$ cat src/rtl/mem_pkg.sv
// Shared definitions for the data-RAM access path: RAM OP codes, access
// size and error encodings, controller state encoding, and small helpers
// that map a request onto the RAM's view of it.
package mem_pkg;

   // RAM OP codes
   localparam logic [5:0] OP_LW = 6'b001000;
   localparam logic [5:0] OP_LH = 6'b000010;
   localparam logic [5:0] OP_LB = 6'b000001;
   localparam logic [5:0] OP_SW = 6'b000100;
   localparam logic [5:0] OP_SH = 6'b000110;
   localparam logic [5:0] OP_SB = 6'b000101;

   // Access sizes (2'b11 is illegal)
   localparam logic [1:0] SZ_BYTE = 2'b00;
   localparam logic [1:0] SZ_HALF = 2'b01;
   localparam logic [1:0] SZ_WORD = 2'b10;

   // Completion status
   localparam logic [1:0] ERR_OK      = 2'b00;
   localparam logic [1:0] ERR_ALIGN   = 2'b01;
   localparam logic [1:0] ERR_RANGE   = 2'b10;
   localparam logic [1:0] ERR_TIMEOUT = 2'b11;

   typedef enum logic [2:0] {
      IDLE  = 3'd0,
      CHECK = 3'd1,
      SETUP = 3'd2,
      WAIT  = 3'd3,
      DONE  = 3'd4
   } state_t;

   function automatic logic [5:0] op_code(input logic we, input logic [1:0] size);
      logic [5:0] op;
      case (size)
         SZ_BYTE: op = we ? OP_SB : OP_LB;
         SZ_HALF: op = we ? OP_SH : OP_LH;
         default: op = we ? OP_SW : OP_LW;
      endcase
      return op;
   endfunction

   function automatic logic [2:0] access_bytes(input logic [1:0] size);
      logic [2:0] n;
      case (size)
         SZ_BYTE: n = 3'd1;
         SZ_HALF: n = 3'd2;
         default: n = 3'd4;
      endcase
      return n;
   endfunction

endpackage

$ cat src/rtl/load_extend.sv
// Load-data size adjustment: takes right-justified RAM read data and
// returns the byte/halfword/word result, sign- or zero-extended to 32 bits.
// Purely combinational so the writeback stage can reuse it.
//   size     : access size (SZ_BYTE/SZ_HALF/SZ_WORD)
//   sign_ext : 1 = sign-extend, 0 = zero-extend
//   raw      : RAM DataOut
//   ext      : extended 32-bit result
module load_extend
   import mem_pkg::*;
(
   input  logic [1:0]  size,
   input  logic        sign_ext,
   input  logic [31:0] raw,
   output logic [31:0] ext
);

   logic signed [7:0]  byte_s;
   logic signed [15:0] half_s;
   logic signed [31:0] byte_sx;
   logic signed [31:0] half_sx;

   assign byte_s  = $signed(raw[7:0]);
   assign half_s  = $signed(raw[15:0]);
   assign byte_sx = 32'(byte_s);
   assign half_sx = 32'(half_s);

   always_comb begin
      ext = raw;
      case (size)
         SZ_BYTE: ext = sign_ext ? byte_sx : {24'd0, raw[7:0]};
         SZ_HALF: ext = sign_ext ? half_sx : {16'd0, raw[15:0]};
         default: ext = raw;
      endcase
   end

endmodule

$ cat src/rtl/mem_access_ctrl.sv
// Initiator-side controller for the 512x8 big-endian data RAM. Takes one
// load/store request at a time, rejects misaligned or out-of-range requests
// before the RAM sees them, sequences Enable/ReadWrite/OP, waits for MOC
// (with timeout) and returns extended load data with a one-cycle done pulse.
//   cpu_req/we/size/signed/addr/wdata : request, latched in IDLE
//   cpu_busy/done/rdata/err           : status and result
//   mem_enable/rw/addr/din/op         : RAM strobes and request
//   mem_dout/mem_moc                  : RAM response
module mem_access_ctrl
   import mem_pkg::*;
#(
   parameter int MEM_BYTES = 512,
   parameter int TIMEOUT   = 16
) (
   input  logic        clk,
   input  logic        rst_n,
   input  logic        cpu_req,
   input  logic        cpu_we,
   input  logic [1:0]  cpu_size,
   input  logic        cpu_signed,
   input  logic [31:0] cpu_addr,
   input  logic [31:0] cpu_wdata,
   output logic        cpu_busy,
   output logic        cpu_done,
   output logic [31:0] cpu_rdata,
   output logic [1:0]  cpu_err,
   output logic        mem_enable,
   output logic        mem_rw,
   output logic [31:0] mem_addr,
   output logic [31:0] mem_din,
   output logic [5:0]  mem_op,
   input  logic [31:0] mem_dout,
   input  logic        mem_moc
);

   localparam int CNT_W = (TIMEOUT > 2) ? $clog2(TIMEOUT) : 1;

   state_t             state, state_nx;
   logic [CNT_W-1:0]   cnt;
   logic               we_q, sgn_q;
   logic [1:0]         size_q;
   logic [31:0]        addr_q, wdata_q;
   logic [31:0]        rdata_q;
   logic [1:0]         err_q;
   logic [32:0]        last_byte;
   logic               align_err, range_err;
   logic               moc_ok, tmo;
   logic               drive;
   logic [31:0]        ext_data;

   // Checks run on the latched request during CHECK
   assign align_err = (size_q == 2'b11)
                    || ((size_q == SZ_HALF) && addr_q[0])
                    || ((size_q == SZ_WORD) && (addr_q[1:0] != 2'b00));
   // 33-bit sum so a high address cannot wrap back into range
   assign last_byte = {1'b0, addr_q} + {30'd0, access_bytes(size_q)} - 33'd1;
   assign range_err = last_byte >= 33'(MEM_BYTES);

   // MOC in the first WAIT cycle may be left over from the previous access
   assign moc_ok = (cnt != '0) && mem_moc;
   assign tmo    = (cnt == CNT_W'(TIMEOUT - 1));

   load_extend u_ext (
      .size     (size_q),
      .sign_ext (sgn_q),
      .raw      (mem_dout),
      .ext      (ext_data)
   );

   always_comb begin
      state_nx = state;
      case (state)
         IDLE:    if (cpu_req) state_nx = CHECK;
         CHECK:   state_nx = (align_err || range_err) ? DONE : SETUP;
         SETUP:   state_nx = WAIT;
         WAIT:    if (moc_ok || tmo) state_nx = DONE;
         DONE:    state_nx = IDLE;
         default: state_nx = IDLE;
      endcase
   end

   always_ff @(posedge clk or negedge rst_n) begin
      if (!rst_n) state <= IDLE;
      else        state <= state_nx;
   end

   always_ff @(posedge clk or negedge rst_n) begin
      if (!rst_n) begin
         cnt     <= '0;
         err_q   <= ERR_OK;
         rdata_q <= '0;
      end else begin
         case (state)
            CHECK: begin
               cnt <= '0;
               if (align_err)      err_q <= ERR_ALIGN;
               else if (range_err) err_q <= ERR_RANGE;
               else                err_q <= ERR_OK;
            end
            WAIT: begin
               if (moc_ok) begin
                  err_q <= ERR_OK;
                  if (!we_q) rdata_q <= ext_data;
               end else if (tmo) begin
                  err_q <= ERR_TIMEOUT;
               end else begin
                  cnt <= cnt + CNT_W'(1);
               end
            end
            default: ;
         endcase
      end
   end

   // Request fields are captured once and held until the access finishes
   always_ff @(posedge clk) begin
      if ((state == IDLE) && cpu_req) begin
         we_q    <= cpu_we;
         size_q  <= cpu_size;
         sgn_q   <= cpu_signed;
         addr_q  <= cpu_addr;
         wdata_q <= cpu_wdata;
      end
   end

   // RAM request is presented in SETUP and held unchanged through WAIT;
   // Enable only in WAIT so every access gets a fresh rising edge.
   assign drive      = (state == SETUP) || (state == WAIT);
   assign mem_enable = (state == WAIT);
   assign mem_rw     = drive ? ~we_q : 1'b1;
   assign mem_addr   = drive ? addr_q : '0;
   assign mem_din    = drive ? wdata_q : '0;
   assign mem_op     = drive ? op_code(we_q, size_q) : '0;

   assign cpu_busy   = (state != IDLE);
   assign cpu_done   = (state == DONE);
   assign cpu_rdata  = rdata_q;
   assign cpu_err    = err_q;

endmodule
$ cat config.mk
export PLATFORM = sky130hd
export DESIGN_NAME = mem_access_ctrl
export DESIGN_NICKNAME = d
export VERILOG_FILES = /design/src/rtl/mem_pkg.sv /design/src/rtl/load_extend.sv /design/src/rtl/mem_access_ctrl.sv
export SDC_FILE = /design/constraint.sdc
export NUM_CORES = 1
export LEC_CHECK = 0
export ABC_CLOCK_PERIOD_IN_PS = 5500
export BUFFER_PORTS_ARGS = -buffer_cell sky130_fd_sc_hd__buf_2
export CAP_MARGIN = 20
export CORE_AREA = 10 10 131 133
export CTS_CLUSTER_SIZE = 30
export DETAILED_ROUTE_END_ITERATION = 8
export DIE_AREA = 0 0 141 143
export PLACE_DENSITY = 0.86
export SLEW_MARGIN = 20
export SYNTH_ARGS = -nofsm -noshare
export SYNTH_HDL_FRONTEND = slang
export SYNTH_SLANG_ARGS = --single-unit
export TNS_END_PERCENT = 10
$ cat constraint.sdc
create_clock -name clk -period 5.5 [get_ports clk]
set_input_delay 0.275 -clock clk [delete_from_list [all_inputs] [get_ports clk]]
set_output_delay 0.275 -clock clk [all_outputs]
set_load 0.05 [all_outputs]
==> metrics.csv, run 1 <==
stage,metric,value,unit
routing,wl_per_cell,18.08,um
cts,cts-root-buf,clkbuf_16,
placement,hpwl,15370,um
routing,vias,5765,
sta,slew_headroom,38.71,%
sta,final.min_clock_period,4.298,ns
logic_synthesis,synth-seq-cells,109,
floorplan,die_h,143,um
floorplan,start_util,44.79,%
finish,antenna_cells,0,
setup_path,cp_slowest_stage_delay,0.65,ns
setup_path,worst_setup_path_start_kind,flop,
logic_synthesis,syn_inst,680,
cts,cts_sinks,109,
setup_path,worst-path-buf-inv,2,
routing,firstDrtPassIters,5,
routing,drt-total-wl,19080,um
global_route,grt_pass1_vias,5839,
setup_path,crit_fanout,19,
logic_synthesis,ys_async_sr_fraction,37.61,%
finish,fin_area,0.007916,sq mm
global_route,track_usage,18.37,%
cts,clockBufferDepth,2,
setup_path,reg2reg_depth,15,
placement,numPortBuffers,209,
sta,maxSlewViolCount,0,
floorplan,core-area,0.01442,sq mm
power_and_ir_drop,vdd_drop_max,234.8,uV
cts,cts_tree,done,
finish,mostFrequentLayoutCell,buf_2,
sta,setup-tns-final,0,ns
cts,cts_resized,0,
sta,clock_skew,0.01270,ns
logic_synthesis,syn-cell-area,0.006460,sq mm
cts,hold_buffers,0,
power_and_ir_drop,p_per_area,286.7,mW/mm^2
global_route,antenna_found_initial,0,
setup_path,cp-end-kind,flop,
power_and_ir_drop,p_leak,3.823,nW
setup_path,crit_type,flop to flop,
finish,area.growth.synth_to_final,22.54,%
logic_synthesis,synthFlopType,edfxtp_1,
floorplan,row_count,44,
sta,worst_slew_pin_slew,0.9194,ns
global_route,grt_overflow_total,0,
floorplan,io_pins,212,
logic_synthesis,synth_edf_count,68,
finish,drive_gt1_share,28.82,%
placement,placed_area,0.007620,sq mm
setup_path,crit_cells,15,
sta,timing.final.crit_share,78.14,%
cts,postCtsSetupBuffers,0,
sta,max_freq,232.7,MHz
sta,rsz0062_at_grt,no,
sta,setup_violations,0,
setup_path,cp_data_required_time,5.71,ns
routing,drt_iter0_markers,410,
cts,clkLatencyLatePin,0.35,ns
sta,hold_viol,0,
run_status,status,"complete, no violations",
setup_path,worstPathCellList,or2_2 > ha_1 > inv_1 > ha_1 > inv_1 > fa_1 > nor2b_1 > o2111ai_1 > a21oi_1 > o31ai_1 > o311a_1 > xnor2_1 > a311o_1 > and4bb_1 > a31oi_1,
placement,gp_congestion,0.9174,
routing,drc_errors,0,
global_route,grt_max_degree,57,
cts,cts_buffers,9,
floorplan,die_w,141,um
setup_path,slowest_stage,edfxtp_1,
routing,viasPerCell,5.464,
logic_synthesis,synth_warnings,0,
setup_path,critical_path.top_delay_family,compound AO/OA/AOI/OAI gates,
flow_run,maxCapViolCount,0,
setup_path,worstPathArrival,4.50,ns
cts,clkSlewWorstSetupHoldPaths,0.08,ns
worst_hold_path,hold_path_class,input port to asynchronous set/reset pin,
logic_synthesis,syn_avg_cell_area,9.500,sq um
global_route,grt_pass1_wl,30110,um
cts,h-tree-depth,3,
finish,layout_common_cells,"buf_2 (209), edfxtp_1 (68), a21oi_1 (63), nor2_1 (62), nand2_1 (58)",
floorplan,die_area,0.02016,sq mm
routing,ant_nets,0,
logic_synthesis,yosysUniqueCellTypes,65,
finish,num-nets-final,1007,
logic_synthesis,synth_seq_area_share,47.49,%
## registers in the layout (all words and copies together) (netlist names)
register   cells
addr_q        32
cnt            4
cpu_err        2
cpu_rdata     32
sgn_q          1
size_q         2
state          3
wdata_q       32
we_q           1
## per-layer routing
metal  track usage (%)  vias to the layer above  share of wire [%]
li1                  -                     2823                  -
met1             20.74                     2689                 39
met2             30.37                      225                 49
met3             8.458                       28                 10
met4             5.761                        0                2.0
met5                 0                        -                  0
## cell usage after synthesis (3+ instances only)
library cell	n	area, sq um
a211o_1	4	35.03
a211oi_1	6	45.04
a21o_1	5	37.54
a21oi_1	63	315.3
a221oi_1	3	26.28
a22oi_1	3	22.52
a31oi_1	4	25.02
and2_1	34	212.7
and3_1	3	18.77
and4_1	3	26.28
buf_2	4	20.02
clkbuf_1	31	116.4
dfrtp_1	41	1026
edfxtp_1	68	2042
ha_1	36	450.4
inv_1	49	183.9
mux2_2	9	101.4
mux2i_1	5	50.05
nand2_1	58	217.7
nand2b_1	6	37.54
nand3_1	13	65.06
nand4_1	15	93.84
nor2_1	63	236.5
nor3_1	13	65.06
nor4_1	3	18.77
o211a_1	4	40.04
o211ai_1	8	60.06
o21a_1	7	52.55
o21ai_0	48	240.2
o21ai_1	3	15.01
o21ba_2	3	30.03
o22ai_1	9	56.30
o31ai_1	4	30.03
or2_2	3	18.77
or3_1	6	37.54
or4_1	3	22.52
xnor2_1	3	26.28
## layout make-up
| type | count | area (sq um) |
|---|---|---|
| Clock buffer | 10 | 229.0 |
| Clock inverter | 6 | 62.56 |
| Fill cell | 1304 | 6507 |
| Inverter | 49 | 183.9 |
| Multi-Input combinational cell | 485 | 3074 |
| Sequential cell | 109 | 3068 |
| Tap cell | 184 | 230.2 |
| Timing Repair Buffer | 212 | 1069 |
## per-stage QoR
stage / utilization (%) / std cells / setup slack, ns / power (W) / hold slack, ns
finish: 54.88 / 1055 / 1.202 / 0.002270 / 0.06242
global route: 54.88 / 1055 / 0.8659 / 0.002391 / 0.07326
CTS: 54.85 / 1055 / 1.246 / 0.002282 / 0.07283
detailed placement: 52.83 / 1039 / 1.265 / 0.001646 / 0.4532
global placement: 52.83 / 1039 / 1.277 / 0.001637 / 0.4509
floorplan: - / 681 / 1.727 / 0.001458 / -0.02059
## kinds of logic (layout without fill, tap and decap cells)
| kind of cell | after synthesis | in the layout | synth area share, % |
|---|---|---|---|
| AO/OA/AOI/OAI | 193 | 193 | 18.56 |
| XOR/XNOR | 4 | 4 | 0.5424 |
| adder cells (fa/ha/maj) | 37 | 37 | 7.283 |
| buffers and inverters | 87 | 277 | 5.268 |
| flip-flops | 109 | 109 | 47.49 |
| multiplexers | 14 | 14 | 2.344 |
| other | 1 | 2 | 0.05805 |
| AND/OR/NAND/NOR | 235 | 235 | 18.46 |
## worst paths after layout
path                               start       endpoint  slack, ns
setup reg to reg               size_q[1]       state[2]       1.20
hold / removal                     rst_n  cpu_rdata[30]       0.06
max in group asynchronous          rst_n   cpu_rdata[6]       4.87
hold reg to reg            cpu_rdata[11]  cpu_rdata[11]       0.48
setup / recovery               size_q[1]       state[2]       1.20
min in group clk           cpu_wdata[25]    wdata_q[25]       0.09
## power by group
part	internal, W	switching (W)
sequential	0.000951	0.0000361
clock	0.000321	0.000313
combinational	0.000225	0.000424
total	0.00150	0.000773
No activity file was read; power rests on OpenSTA's default activity.
==> run 2, diff against run 1 <==
--- a/config.mk
+++ b/config.mk
@@ -5,14 +5,14 @@
 export SDC_FILE = /design/constraint.sdc
 export NUM_CORES = 1
 export LEC_CHECK = 0
-export ABC_CLOCK_PERIOD_IN_PS = 5500
+export ABC_CLOCK_PERIOD_IN_PS = 4200
 export BUFFER_PORTS_ARGS = -buffer_cell sky130_fd_sc_hd__buf_2
 export CAP_MARGIN = 20
 export CORE_AREA = 10 10 131 133
 export CTS_CLUSTER_SIZE = 30
 export DETAILED_ROUTE_END_ITERATION = 8
 export DIE_AREA = 0 0 141 143
-export PLACE_DENSITY = 0.86
+export PLACE_DENSITY = 0.84
 export SLEW_MARGIN = 20
 export SYNTH_ARGS = -nofsm -noshare
 export SYNTH_HDL_FRONTEND = slang
==> constraint.sdc (replaced) <==
create_clock -name clk -period 4.2 [get_ports clk]
set_input_delay 0.21 -clock clk [delete_from_list [all_inputs] [get_ports clk]]
set_output_delay 0.21 -clock clk [all_outputs]
set_load 0.05 [all_outputs]
==> run 2 against run 1 <==
Against the previous run: the flow now finishes with violations (negative hold slack); global-route usage down 0.081 points; combinational power up 31%; maximum frequency increased by 12%; sequential power grew 31%; largest cell class is now flip-flops and latches; largest power group unchanged; sequential share of layout area is 0.20 points lower; critical path depth unchanged; clock-buffer cell count unchanged; register-to-register slack got worse by 0.84 ns; clock skew shrank 0.0025 ns; clock power grew 34%; critical endpoint unchanged; first-iteration DRC count up 7.6%.
==> metrics.csv, run 2 (synthesis gave the netlist of run 1 again) <==
stage,metric,value,unit,change
floorplan,io_pins,212,,unchanged
power_and_ir_drop,p_per_area,375.9,mW/mm^2,was 286.7 mW/mm^2
global_route,track_usage,18.29,%,was 18.37%
setup_path,crit_type,flop to flop,,unchanged
floorplan,row_count,44,,unchanged
placement,gp_congestion,0.9283,,was 0.9174
sta,final.min_clock_period,3.842,ns,was 4.298 ns
sta,slew_headroom,40.15,%,was 38.71%
finish,fin_area,0.007956,sq mm,was 0.007916 sq mm
setup_path,crit_fanout,11,,was 19
global_route,grt_max_degree,69,,was 57
cts,postCtsSetupBuffers,0,,unchanged
setup_path,worst_setup_path_start_kind,flop,,unchanged
sta,clock_skew,0.01020,ns,was 0.01270 ns
cts,cts_buffers,9,,unchanged
sta,setup-tns-final,0,ns,unchanged
placement,placed_area,0.007655,sq mm,was 0.007620 sq mm
sta,worst_slew_pin_slew,0.8978,ns,was 0.9194 ns
setup_path,worstPathArrival,4.06,ns,was 4.50 ns
floorplan,start_util,44.79,%,unchanged
sta,rsz0062_at_grt,no,,unchanged
routing,drc_errors,0,,unchanged
routing,wl_met3,1798,um,was 1919 um
global_route,grt_pass1_vias,5905,,"was 5,839"
power_and_ir_drop,vdd_drop_max,277.0,uV,was 234.8 uV
floorplan,core-area,0.01442,sq mm,unchanged
global_route,antenna_found_initial,0,,unchanged
run_status,status,"finished, violations left",,"was complete, no violations"
setup_path,cp_data_required_time,4.42,ns,was 5.71 ns
sta,hold_slack,-0.01849,ns,was 0.06242 ns
routing,ant_nets,0,,unchanged
sta,hold_viol,41,,was 0
floorplan,die_h,143,um,unchanged
routing,drt_iter0_markers,441,,was 410
power_and_ir_drop,p_leak,3.856,nW,was 3.823 nW
routing,top_layer,met4,,unchanged
placement,dp_cells,1044,,"was 1,039"
finish,num-nets-final,1012,,"was 1,007"
routing,viasPerCell,5.413,,was 5.464
global_route,grt_pass1_wl,30110,um,unchanged
routing,drt-met1-wl,7425,um,was 7443 um
finish,stdcell_count,1060,,"was 1,055"
finish,layout_common_cells,"buf_2 (209), edfxtp_1 (68), a21oi_1 (63), nor2_1 (63), nand2_1 (58)",,"was buf_2 (209), edfxtp_1 (68), a21oi_1 (63), nor2_1 (62), nand2_1 (58)"
cts,clkSlewWorstSetupHoldPaths,0.07,ns,was 0.08 ns
finish,area.growth.synth_to_final,23.16,%,was 22.54%
placement,hpwl,15280,um,"was 15,370 um"
sta,setup_violations,0,,unchanged
cts,cts-root-buf,clkbuf_16,,unchanged
cts,h-tree-depth,3,,unchanged
sta,timing.final.crit_share,91.48,%,was 78.14%
routing,wl_per_cell,17.84,um,was 18.08 um
routing,wl_met2,9268,um,was 9342 um
placement,numPortBuffers,209,,unchanged
floorplan,die_area,0.02016,sq mm,unchanged
routing,drt-total-wl,18910,um,"was 19,080 um"
routing,firstDrtPassIters,5,,unchanged
cts,clkLatencyLatePin,0.36,ns,was 0.35 ns
flow_run,maxCapViolCount,0,,unchanged
setup_path,cp-end-kind,flop,,unchanged
sta,maxSlewViolCount,0,,unchanged
finish,antenna_cells,0,,unchanged
routing,vias,5738,,"was 5,765"
finish,drive_gt1_share,29.22,%,was 28.82%
cts,cts_tree,done,,unchanged
run_status,violations,negative hold slack,,
cts,clockBufferDepth,2,,unchanged
worst_hold_path,hold_path_class,input port to asynchronous set/reset pin,,unchanged
finish,mostFrequentLayoutCell,buf_2,,unchanged
floorplan,die_w,141,um,unchanged
sta,max_freq,260.3,MHz,was 232.7 MHz
global_route,grt_overflow_total,0,,unchanged
cts,cts_sinks,109,,unchanged
==> run 2: area by class of cell <==
cell class | instances | area, sq um
sequential | 109 | 3068
multi-input combinational | 485 | 3068
tap | 184 | 230.2
timing repair buffer | 217 | 1106
clock inverter | 6 | 61.31
clock buffer | 10 | 239.0
fill | 1323 | 6467
inverter | 49 | 183.9
==> run 2: path summary, 6_finish.rpt <==
kind | start | to | slack (ns) | depth (start not counted)
min in group clk | cpu_wdata[30] | wdata_q[30] | 0.02 | 1
worst min-delay path | rst_n | cnt[2] | -0.02 | 1
worst max-delay path | size_q[0] | state[2] | 0.36 | 15
worst max register to register | size_q[0] | state[2] | 0.36 | 15
worst min register to register | cpu_rdata[23] | cpu_rdata[23] | 0.48 | 2
max in group asynchronous | rst_n | cpu_rdata[6] | 3.66 | 1
==> run 2: metal layers <==
metal	global-route usage, %	vias to the layer above
li1	-	2841
met1	20.29	2659
met2	30.84	205
met3	7.861	33
met4	6.304	0
met5	0	-
==> run 2: where the power goes <==
part | internal, W | total, W | switching, W | leakage (nW)
logic | 0.000298 | 0.000851 | 0.000553 | 2.51
clock network | 0.000436 | 0.000851 | 0.000415 | 0.152
registers | 0.00125 | 0.00129 | 0.0000432 | 1.20
==> run 2: through the flow <==
step                      setup WS [ns]  total power [W]  util [%]  hold slack (ns)
final                            0.3577         0.002991     55.16         -0.01849
after global routing            0.02309         0.003145     55.16          0.01172
after CTS                        0.2745         0.003003     55.15          0.01432
after detailed placement         0.3205         0.002153     53.07           0.3882
after global placement           0.4353         0.002147     53.07           0.3861
after floorplan                  0.4272         0.001910         -         -0.08559
==> run 2: critical path, stage by stage, from the launching register on <==
cell and delay (ns):
edfxtp_1 0.43, or2_2 0.42, ha_1 0.21, inv_1 0.05, ha_1 0.16, inv_1 0.06, fa_1 0.36, nor2b_1 0.12
o2111ai_1 0.19, nand3_1 0.16, o211ai_1 0.09, or3_1 0.36, or4_4 0.53, nor4b_4 0.24, and4bb_1 0.24, a31oi_1 0.08
==> run 2: repair_timing <==
action / in CTS / in global routing
endpoints found under the setup margin: 0 / 3
hold buffers: 0 / 0
gates resized for setup: 0 / 1
